$ cat config.mk
export PLATFORM = sky130hd
export DESIGN_NAME = alu_cmd_driver_flat
export DESIGN_NICKNAME = d
export VERILOG_FILES = /design/src/rtl/alu_drv_pkg.sv /design/src/rtl/alu_cmd_driver_if.sv /design/src/rtl/alu_res_fifo.sv /design/src/rtl/alu_cmd_driver.sv /design/src/flat_wrapper.sv
export SDC_FILE = /design/constraint.sdc
export NUM_CORES = 1
export LEC_CHECK = 0
export CELL_PAD_IN_SITES_DETAIL_PLACEMENT = 1
export CELL_PAD_IN_SITES_GLOBAL_PLACEMENT = 1
export CORE_UTILIZATION = 43
export CTS_CLUSTER_DIAMETER = 50
export DETAILED_ROUTE_END_ITERATION = 12
export GPL_TIMING_DRIVEN = 0
export PLACE_DENSITY_LB_ADDON = 0.1
export REMOVE_ABC_BUFFERS = 1
export SLEW_MARGIN = 20
export SYNTH_ARGS = -nofsm -noshare
export SYNTH_HDL_FRONTEND = slang
export SYNTH_SLANG_ARGS = --single-unit
$ cat constraint.sdc
create_clock -name clk -period 5.1 [get_ports clk]
set_input_delay 1.02 -clock clk [delete_from_list [all_inputs] [get_ports clk]]
set_output_delay 1.02 -clock clk [all_outputs]
set_load 0.005 [all_outputs]
$ cat src/rtl/alu_drv_pkg.sv
// Shared definitions for the ALU command driver: FSM state encoding and default widths.
package alu_drv_pkg;

    localparam int unsigned DefWidth = 32;
    localparam int unsigned DefFunW  = 3;

    typedef enum logic {
        StIdle,
        StWait
    } drv_state_e;

endpackage

$ cat src/rtl/alu_cmd_driver_if.sv
// Command and result handshake bundle between a command issuer and alu_cmd_driver.
// master = issuer/consumer side, slave = the driver.
interface alu_cmd_driver_if
    import alu_drv_pkg::*;
#(
    parameter int unsigned WIDTH = DefWidth,
    parameter int unsigned FUN_W = DefFunW
) ();

    logic             cmd_valid;
    logic             cmd_ready;
    logic [WIDTH-1:0] cmd_a;
    logic [WIDTH-1:0] cmd_b;
    logic [FUN_W-1:0] cmd_fun;

    logic             res_valid;
    logic             res_ready;
    logic [WIDTH-1:0] res_y;
    logic [FUN_W-1:0] res_fun;

    modport master (
        output cmd_valid, cmd_a, cmd_b, cmd_fun, res_ready,
        input  cmd_ready, res_valid, res_y, res_fun
    );

    modport slave (
        input  cmd_valid, cmd_a, cmd_b, cmd_fun, res_ready,
        output cmd_ready, res_valid, res_y, res_fun
    );

endinterface

$ cat src/rtl/alu_res_fifo.sv
// Synchronous result FIFO with first-word fall-through head and occupancy count.
// When empty, the data output holds the last popped word (zero after reset).
module alu_res_fifo #(
    parameter int unsigned DEPTH = 4,
    parameter int unsigned DW    = 35,
    localparam int unsigned PtrW = $clog2(DEPTH),
    localparam int unsigned CntW = $clog2(DEPTH) + 1
) (
    input  logic            clk,
    input  logic            rst,
    input  logic            i_push,
    input  logic [DW-1:0]   i_push_data,
    input  logic            i_pop,
    output logic            o_valid,
    output logic [DW-1:0]   o_data,
    output logic [CntW-1:0] o_count
);

    logic [DW-1:0]   r_mem [DEPTH];
    logic [PtrW-1:0] r_wr_ptr;
    logic [PtrW-1:0] r_rd_ptr;
    logic [CntW-1:0] r_count;
    logic [DW-1:0]   r_last;
    logic            w_pop;

    // Pops on an empty FIFO are ignored; the caller never pushes when full.
    assign w_pop = i_pop && (r_count != '0);

    // Storage array: written on push, no reset needed since reads are gated by count.
    always_ff @(posedge clk) begin
        if (i_push) begin
            r_mem[r_wr_ptr] <= i_push_data;
        end
    end

    // Pointers, occupancy and the held copy of the last popped word.
    always_ff @(posedge clk or posedge rst) begin
        if (rst) begin
            r_wr_ptr <= '0;
            r_rd_ptr <= '0;
            r_count  <= '0;
            r_last   <= '0;
        end else begin
            if (i_push) begin
                r_wr_ptr <= r_wr_ptr + 1'b1;
            end
            if (w_pop) begin
                r_rd_ptr <= r_rd_ptr + 1'b1;
                r_last   <= r_mem[r_rd_ptr];
            end
            if (i_push && !w_pop) begin
                r_count <= r_count + 1'b1;
            end else if (!i_push && w_pop) begin
                r_count <= r_count - 1'b1;
            end
        end
    end

    assign o_valid = (r_count != '0);
    assign o_data  = o_valid ? r_mem[r_rd_ptr] : r_last;
    assign o_count = r_count;

endmodule

$ cat src/rtl/alu_cmd_driver.sv
// Back-pressured command issuer for a 32-bit ALU: registers an accepted command onto the
// ALU inputs, samples alu_y ALU_LAT edges later and queues {y, fun} in a result FIFO.
// Optional self-check (exp/chk per command, err_flag/err_count) under ALU_DRV_CHECK_EN.
module alu_cmd_driver
    import alu_drv_pkg::*;
#(
    parameter int unsigned WIDTH   = DefWidth,
    parameter int unsigned FUN_W   = DefFunW,
    parameter int unsigned ALU_LAT = 1,
    parameter int unsigned DEPTH   = 4,
    parameter int unsigned CNT_W   = 16
) (
    input  logic               clk,
    input  logic               rst,
    alu_cmd_driver_if.slave    if_bus,
    output logic [WIDTH-1:0]   o_alu_a,
    output logic [WIDTH-1:0]   o_alu_b,
    output logic [FUN_W-1:0]   o_alu_fun,
    input  logic [WIDTH-1:0]   i_alu_y,
    output logic               o_busy,
    output logic [CNT_W-1:0]   o_op_count
`ifdef ALU_DRV_CHECK_EN
    ,
    input  logic [WIDTH-1:0]   i_cmd_exp,
    input  logic               i_cmd_chk,
    output logic               o_err_flag,
    output logic [CNT_W-1:0]   o_err_count
`endif
);

    localparam int unsigned LatW     = (ALU_LAT > 1) ? $clog2(ALU_LAT) : 1;
    localparam int unsigned FifoCntW = $clog2(DEPTH) + 1;
    localparam logic [FifoCntW-1:0] FifoFull = FifoCntW'(DEPTH);
    localparam logic [LatW-1:0]     LatLoad  = LatW'(ALU_LAT - 1);

    drv_state_e              r_state;
    logic [LatW-1:0]         r_cnt;
    logic [WIDTH-1:0]        r_alu_a;
    logic [WIDTH-1:0]        r_alu_b;
    logic [FUN_W-1:0]        r_alu_fun;
    logic [CNT_W-1:0]        r_op_count;
    logic                    w_cmd_ready;
    logic                    w_accept;
    logic                    w_sample;
    logic [FifoCntW-1:0]     w_fifo_count;
    logic [WIDTH+FUN_W-1:0]  w_head;
`ifdef ALU_DRV_CHECK_EN
    logic [WIDTH-1:0]        r_exp;
    logic                    r_chk;
    logic                    r_err_flag;
    logic [CNT_W-1:0]        r_err_count;
`endif

    // Space is reserved at accept time, so the in-flight op can always push.
    assign w_cmd_ready = (r_state == StIdle) && (w_fifo_count < FifoFull);
    assign w_accept    = if_bus.cmd_valid && w_cmd_ready;
    assign w_sample    = (r_state == StWait) && (r_cnt == '0);

    // Issue FSM: latch command onto ALU inputs, count settle latency, sample and push.
    always_ff @(posedge clk or posedge rst) begin
        if (rst) begin
            r_state    <= StIdle;
            r_cnt      <= '0;
            r_alu_a    <= '0;
            r_alu_b    <= '0;
            r_alu_fun  <= '0;
            r_op_count <= '0;
`ifdef ALU_DRV_CHECK_EN
            r_exp       <= '0;
            r_chk       <= 1'b0;
            r_err_flag  <= 1'b0;
            r_err_count <= '0;
`endif
        end else begin
            case (r_state)
                StIdle: begin
                    if (w_accept) begin
                        r_alu_a   <= if_bus.cmd_a;
                        r_alu_b   <= if_bus.cmd_b;
                        r_alu_fun <= if_bus.cmd_fun;
                        r_cnt     <= LatLoad;
                        r_state   <= StWait;
`ifdef ALU_DRV_CHECK_EN
                        r_exp <= i_cmd_exp;
                        r_chk <= i_cmd_chk;
`endif
                    end
                end
                StWait: begin
                    if (r_cnt == '0) begin
                        r_op_count <= r_op_count + 1'b1;
                        r_state    <= StIdle;
`ifdef ALU_DRV_CHECK_EN
                        if (r_chk && (i_alu_y != r_exp)) begin
                            r_err_flag <= 1'b1;
                            if (r_err_count != '1) begin
                                r_err_count <= r_err_count + 1'b1;
                            end
                        end
`endif
                    end else begin
                        r_cnt <= r_cnt - 1'b1;
                    end
                end
                default: r_state <= StIdle;
            endcase
        end
    end

    alu_res_fifo #(
        .DEPTH (DEPTH),
        .DW    (WIDTH + FUN_W)
    ) u_fifo (
        .clk         (clk),
        .rst         (rst),
        .i_push      (w_sample),
        .i_push_data ({i_alu_y, r_alu_fun}),
        .i_pop       (if_bus.res_ready),
        .o_valid     (if_bus.res_valid),
        .o_data      (w_head),
        .o_count     (w_fifo_count)
    );

    assign if_bus.cmd_ready = w_cmd_ready;
    assign if_bus.res_y     = w_head[FUN_W +: WIDTH];
    assign if_bus.res_fun   = w_head[FUN_W-1:0];

    assign o_alu_a    = r_alu_a;
    assign o_alu_b    = r_alu_b;
    assign o_alu_fun  = r_alu_fun;
    assign o_busy     = (r_state == StWait);
    assign o_op_count = r_op_count;
`ifdef ALU_DRV_CHECK_EN
    assign o_err_flag  = r_err_flag;
    assign o_err_count = r_err_count;
`endif

endmodule

$ cat src/flat_wrapper.sv
// flat-port wrapper written by rule: the top's interface ports become plain ports
module alu_cmd_driver_flat import alu_drv_pkg::*;
#(
    parameter int unsigned WIDTH   = DefWidth,
    parameter int unsigned FUN_W   = DefFunW,
    parameter int unsigned ALU_LAT = 1,
    parameter int unsigned DEPTH   = 4,
    parameter int unsigned CNT_W   = 16
)
  (clk, rst, o_alu_a, o_alu_b, o_alu_fun, i_alu_y, o_busy, o_op_count, if_bus_cmd_valid, if_bus_cmd_a, if_bus_cmd_b, if_bus_cmd_fun, if_bus_res_ready, if_bus_cmd_ready, if_bus_res_valid, if_bus_res_y, if_bus_res_fun);
  alu_cmd_driver_if #(.WIDTH(WIDTH), .FUN_W(FUN_W)) if_bus_i ();
  input  logic clk;
  input  logic rst;
  output logic [WIDTH-1:0] o_alu_a;
  output logic [WIDTH-1:0] o_alu_b;
  output logic [FUN_W-1:0] o_alu_fun;
  input  logic [WIDTH-1:0] i_alu_y;
  output logic o_busy;
  output logic [CNT_W-1:0] o_op_count;
  input wire logic [$bits(if_bus_i.cmd_valid)-1:0] if_bus_cmd_valid;
  input wire logic [$bits(if_bus_i.cmd_a)-1:0] if_bus_cmd_a;
  input wire logic [$bits(if_bus_i.cmd_b)-1:0] if_bus_cmd_b;
  input wire logic [$bits(if_bus_i.cmd_fun)-1:0] if_bus_cmd_fun;
  input wire logic [$bits(if_bus_i.res_ready)-1:0] if_bus_res_ready;
  output wire logic [$bits(if_bus_i.cmd_ready)-1:0] if_bus_cmd_ready;
  output wire logic [$bits(if_bus_i.res_valid)-1:0] if_bus_res_valid;
  output wire logic [$bits(if_bus_i.res_y)-1:0] if_bus_res_y;
  output wire logic [$bits(if_bus_i.res_fun)-1:0] if_bus_res_fun;
  assign if_bus_i.cmd_valid = if_bus_cmd_valid;
  assign if_bus_i.cmd_a = if_bus_cmd_a;
  assign if_bus_i.cmd_b = if_bus_cmd_b;
  assign if_bus_i.cmd_fun = if_bus_cmd_fun;
  assign if_bus_i.res_ready = if_bus_res_ready;
  assign if_bus_cmd_ready = if_bus_i.cmd_ready;
  assign if_bus_res_valid = if_bus_i.res_valid;
  assign if_bus_res_y = if_bus_i.res_y;
  assign if_bus_res_fun = if_bus_i.res_fun;
  alu_cmd_driver #(.WIDTH(WIDTH), .FUN_W(FUN_W), .ALU_LAT(ALU_LAT), .DEPTH(DEPTH), .CNT_W(CNT_W)) u_core (.clk(clk), .rst(rst), .if_bus(if_bus_i), .o_alu_a(o_alu_a), .o_alu_b(o_alu_b), .o_alu_fun(o_alu_fun), .i_alu_y(i_alu_y), .o_busy(o_busy), .o_op_count(o_op_count));
endmodule
# Yosys cells after proc, flatten, opt, wreduce, memory -nomap -nowiden
# Memories as Yosys holds them, arrays and structs flattened.
# Cells that the tools add are included.
classes:
  n_reduce_logical: 12
  n_lt_le_gt_ge: 1
  muxes: 11
  eq_ne: 1
  addsub: 6
  bitwise: 2
op_table:
  columns: ["op", "count"]
  rows:
  - ["$mux W35", 1]
  - ["$add A16 B1 Y16 const B", 1]
  - ["$logic_and A1 B1 Y1", 6]
  - ["$mux W1", 6]
  - ["$mux W3", 2]
  - ["$add A2 B1 Y2 const B", 2]
  - ["$pmux W1 S2", 2]
  - ["$reduce_and A2 Y1", 2]
  - ["$add A3 B1 Y3 const B", 1]
  - ["$lt A3 B3 Y1 const B", 1]
  - ["$reduce_bool A3 Y1", 1]
  - ["$sub A3 B1 Y3 const B", 1]
  - ["$logic_not A1 Y1", 2]
  - ["$ne A2 B1 Y1 const B", 1]
  - ["$not A1 Y1", 2]
  - ["$reduce_bool A2 Y1", 1]
  - ["$sub A1 B1 Y1 const B", 1]
word_totals:
  ff_bits: 127
  elab_cells: 44
  ram_bits: 140
  out_inout_bits: 121
  mem_count: 1
  in_bits: 103
mem_list:
  columns: ["name", "depth", "width", "rd", "rd_clocked_by_memory_dff", "write_ports", "line_no", "text"]
  rows:
  - ["u_core.u_fifo.r_mem", 4, 35, 1, 0, 1, "alu_res_fifo.sv:19", "logic [DW-1:0] r_mem [DEPTH];"]

# Longest topological paths before layout
logic_depth:
  depth_word: 6
  depth_mapped: 9
  mapped_depth_nobuf: 8

# Hierarchy
# A second synthesis with hierarchy kept.
hier_totals:
  hier_cells: 530
  area_unflattened_um2: 10520.1
by_module_without_submodules:
  columns: ["module", "seq_area_each_um2", "instances", "cells_per_inst", "area_each_um2"]
  rows:
  - ["alu_res_fifo", 5255.0, 1, 329, 7229.4]
  - ["alu_cmd_driver", 2102.0, 1, 201, 3290.7]

# Worst setup path after synthesis
# No wires, ideal clock.
synth_timing:
  path_type: "register to output"
  start: "reg u_core.u_fifo.r_rd_ptr[0]"
  end: "out if_bus_res_y[10]"
  arrival_time_ps: 1406
  stages_incl_launch_ff: 5
  slack_ps: 2674
  path_cell_list: "dfrtp_1 buf_6 buf_12 mux4_2 mux2_2"
synth_between:
  elab_chain_len: 2
synth_rtl:
  columns: ["element", "line_no", "text"]
  rows:
  - ["start, declared", "alu_res_fifo.sv:21", "logic [PtrW-1:0] r_rd_ptr;"]
  - ["start signal, assigned", "alu_res_fifo.sv:48", "r_rd_ptr <= r_rd_ptr + 1'b1;"]
  - ["$mem_v2 Z4 W35", null, null]
  - ["$mux W35", "alu_res_fifo.sv:60", "assign o_data = o_valid ? r_mem[r_rd_ptr] : r_last;"]
  - ["end, declared", "flat_wrapper.sv:27", "output wire logic [$bits(if_bus_i.res_y)-1:0] if_bus_res_y;"]
# No other way between the ends.

# Final worst setup path
layout_timing:
  start: "reg u_core.u_fifo.r_rd_ptr[0]"
  end: "out if_bus_res_y[24]"
# Same word-level chain as after synthesis.

==> key figures <==
Run status
  – Outcome: complete, no violations

Synthesis
  – Synthesized flop and latch total: approximately 270
  – Synth Instances: approximately 530
  – YS warnings: 0
  – Post-Syn Area: around 11000 um2
  – Avg Cell Area, Syn: a little under 20 um2
  – Top cells by count, synth: edfxtp_1, dfrtp_1, mux2_2
  – Number of synthesized flops with an enable pin: between 100 and 150
  – Yosys top cell by area: edfxtp_1
  – Synth top area share: roughly 40%
  – Count of different cell masters after synthesis: 24
  – Post-synth top flop: edfxtp_1
  – Main area contributors after synthesis: edfxtp_1, dfrtp_1, mux2_2, mux4_2, mux2_4
  – Post-synthesis sequential area ratio: between 70% and 80%
  – Count leader, synth: edfxtp_1
  – Fraction of registers with async set/reset: 47.4%

Detailed routing
  – Via density: just over 5
  – Post-route ant nets: 0
  – Number of remaining DRC errors: 0
  – DR WL/cell: around 22 um
  – First-pass DRT Iterations: 4
  – DR iter-0 viols: just over 200
  – Routed via count: 5737
  – WL final: between 20000 and 25000 um

STA
  – Max-slew violations: 0
  – Worst Skew: 0.0137 ns
  – Rel. slew slack: a little over half
  – Final setup viols: 0
  – Fin. Hold Viols: 0
  – Fmax: around 270 MHz
  – Hold WS: between 0.4 and 0.5 ns
  – Worst Tran Pin Value: just over 0.7 ns
  – Post-layout min period: ~3.7 ns
  – RSZ-0062 raised after global routing: no
  – Period utilization: 72.7%
  – Setup TNS Final: 0 ns

CTS
  – Cts repair resizes: 0
  – Total clock buffers created by CTS: 35
  – Clock Tree Root: clkbuf_16
  – Post-CTS Setup Bufs: 0
  – # hold bufs at CTS: 0
  – Clock Tree Buf Depth: 3
  – CTS tree: yes
  – Clock Pin Slew Worst Setup and Hold Paths: 0.06 ns
  – Worst-Skew Late Latency: 0.50 ns
  – H-tree depth: 2
  – Sink Count: 266

Cells and area
  – # nets final: 886
  – Share of layout cells above drive strength 1: 30.1%
  – FILL cells: ~2100
  – Area Growth Syn to Fin: 36.3%

Floorplan
  – Placement row count: 56
  – Full die area: around 25000 um2
  – Die W: roughly 160 um
  – I/O pin cnt: around 220
  – Initial Util: approximately 44%
  – Overall die height: between 150 and 200 um
  – Core Box Area: approximately 24000 um2

GRT
  – Initial antenna violation count: 2
  – Vias in the first global route: ~6700
  – First-pass GRT wire length: roughly 38000 um
  – Largest net degree at the start of global routing: 93
  – Final global-route overflow total: 0
  – GR Util All Layers: between 20 and 25%

Pwr
  – Pwr dens: between 600 and 700 nW/um2
  – Leakage: ~5.4 nW
  – Final Power: 8.78 mW
  – Peak supply drop: between 0.3 and 0.4 mV

Setup path
  – Critical Path AT: approximately 2.7 ns
  – Worst Setup End Kind: output pin
  – CP Data Required Time: slightly above 4 ns
  – Slowest cell on the critical path: dfrtp_4
  – R2R setup slack: roughly 2.1 ns
  – Largest stage delay, worst path: 0.61 ns
  – CP bufs+invs: 2
  – Worst path cell trace: buf_12 > mux4_2 > mux2_2 > clkdlybuf4s50_1
  – Crit-path leading delay family: multiplexers
  – CP Class: reg -> out
  – Critical Path Fanout Max: 23
  – Setup crit start kind: flop

Place
  – IO Port Bufs: approximately 220
  – Placer congestion estimate: approximately 0.75
  – HPWL after DPL: about 16000 um

Flow run
  – Max-cap check violation count: 0

Hold path
  – Hold Path Class: reg -> reg
-- worst paths after layout --
kind	start	depth (start not counted)	endpoint
setup / recovery	u_core.u_fifo.r_rd_ptr[0]	4	if_bus_res_y[24]
hold / removal	u_core.o_op_count[15]	1	u_core.o_op_count[15]
setup reg to reg	u_core.u_fifo.o_count[1]	8	u_core.u_fifo.o_count[2]
hold reg to reg	u_core.o_op_count[15]	1	u_core.o_op_count[15]
max in group asynchronous	rst	3	u_core.u_fifo.r_rd_ptr[1]
min in group asynchronous	rst	2	u_core.o_alu_b[12]
-- layout make-up --
class | count | area, um2 | area share, %
Multi-Input combinational cell | 237 | 2930 | 20.5
Clock inverter | 21 | 198 | 1.38
Antenna cell | 1 | 2.50 | 0.0175
Tap cell | 319 | 399 | 2.79
Inverter | 4 | 22.5 | 0.157
Sequential cell | 266 | 7360 | 51.4
Clock buffer | 41 | 951 | 6.64
Timing Repair Buffer | 232 | 2450 | 17.1
-- registers in the layout, indices dropped and copies added, names as in the netlist --
signal	flops
u_core.u_fifo.o_count	3
u_core.u_fifo.r_last	35
u_core.u_fifo.r_mem	140
u_core.o_busy	1
u_core.o_alu_a	32
u_core.o_alu_fun	3
u_core.o_op_count	16
u_core.u_fifo.r_wr_ptr	2
u_core.o_alu_b	32
u_core.u_fifo.r_rd_ptr	2
-- stage by stage --
stage / cell area, um2 / std cells / utilization [%] / worst slack [ns]
global route: 14300 / 1120 / 60.5 / 1.28
floorplan: 10300 / 507 / - / 0.724
finish: 14300 / 1121 / 60.5 / 1.39
global placement: 12900 / 1049 / 54.6 / -1.55
CTS: 14300 / 1120 / 60.4 / 1.33
detailed placement: 13200 / 1058 / 55.6 / 1.38
-- report_power, final --
| part | internal [mW] | switching [mW] | total (mW) |
|---|---|---|---|
| Combinational | 1.99 | 1.08 | 3.06 |
| Clock | 1.49 | 0.906 | 2.40 |
| Sequential | 2.92 | 0.400 | 3.32 |
-- layout by cell type (no fill, tap or decap), types with 2 or more instances in the layout --
master and count:
clkbuf_16 37, nand2_1 5, mux2_2 120, clkinv_1 4
nand3_1 3, and3_1 8, buf_12 4, mux4_1 7
buf_16 5, dfrtp_1 124, mux4_2 28, clkbuf_1 3
and2_2 4, clkinv_2 7, nand4_1 4, edfxtp_1 140
xnor2_1 9, inv_8 2, clkdlybuf4s50_1 223, mux2_4 19
nor2_1 6, inv_1 3, clkinvlp_4 5, ha_1 6
xor2_1 12, bufinv_16 3
-- per-layer routing --
| metal | track usage [%] | wire, um | vias to the layer above |
|---|---|---|---|
| met4 | 5.17 | 355 | 0 |
| met1 | 23.6 | 9440 | 2969 |
| li1 | - | - | 2530 |
| met5 | 0 | 0 | - |
| met2 | 35.7 | 12800 | 207 |
| met3 | 8.19 | 2320 | 31 |
-- cell families after synthesis --
kind of cell               Yosys count  synth area share (%)
and+or+nand+nor                     34                  1.77
xor gates and xnor gates            21                  1.75
AOI/OAI and AO/OA                    1                0.0476
buffers and inverters               28                  2.17
adders and majority gates            7                 0.905
DFF                                266                  70.0
muxes                              174                  23.3
(Power assumes the default switching activity.)
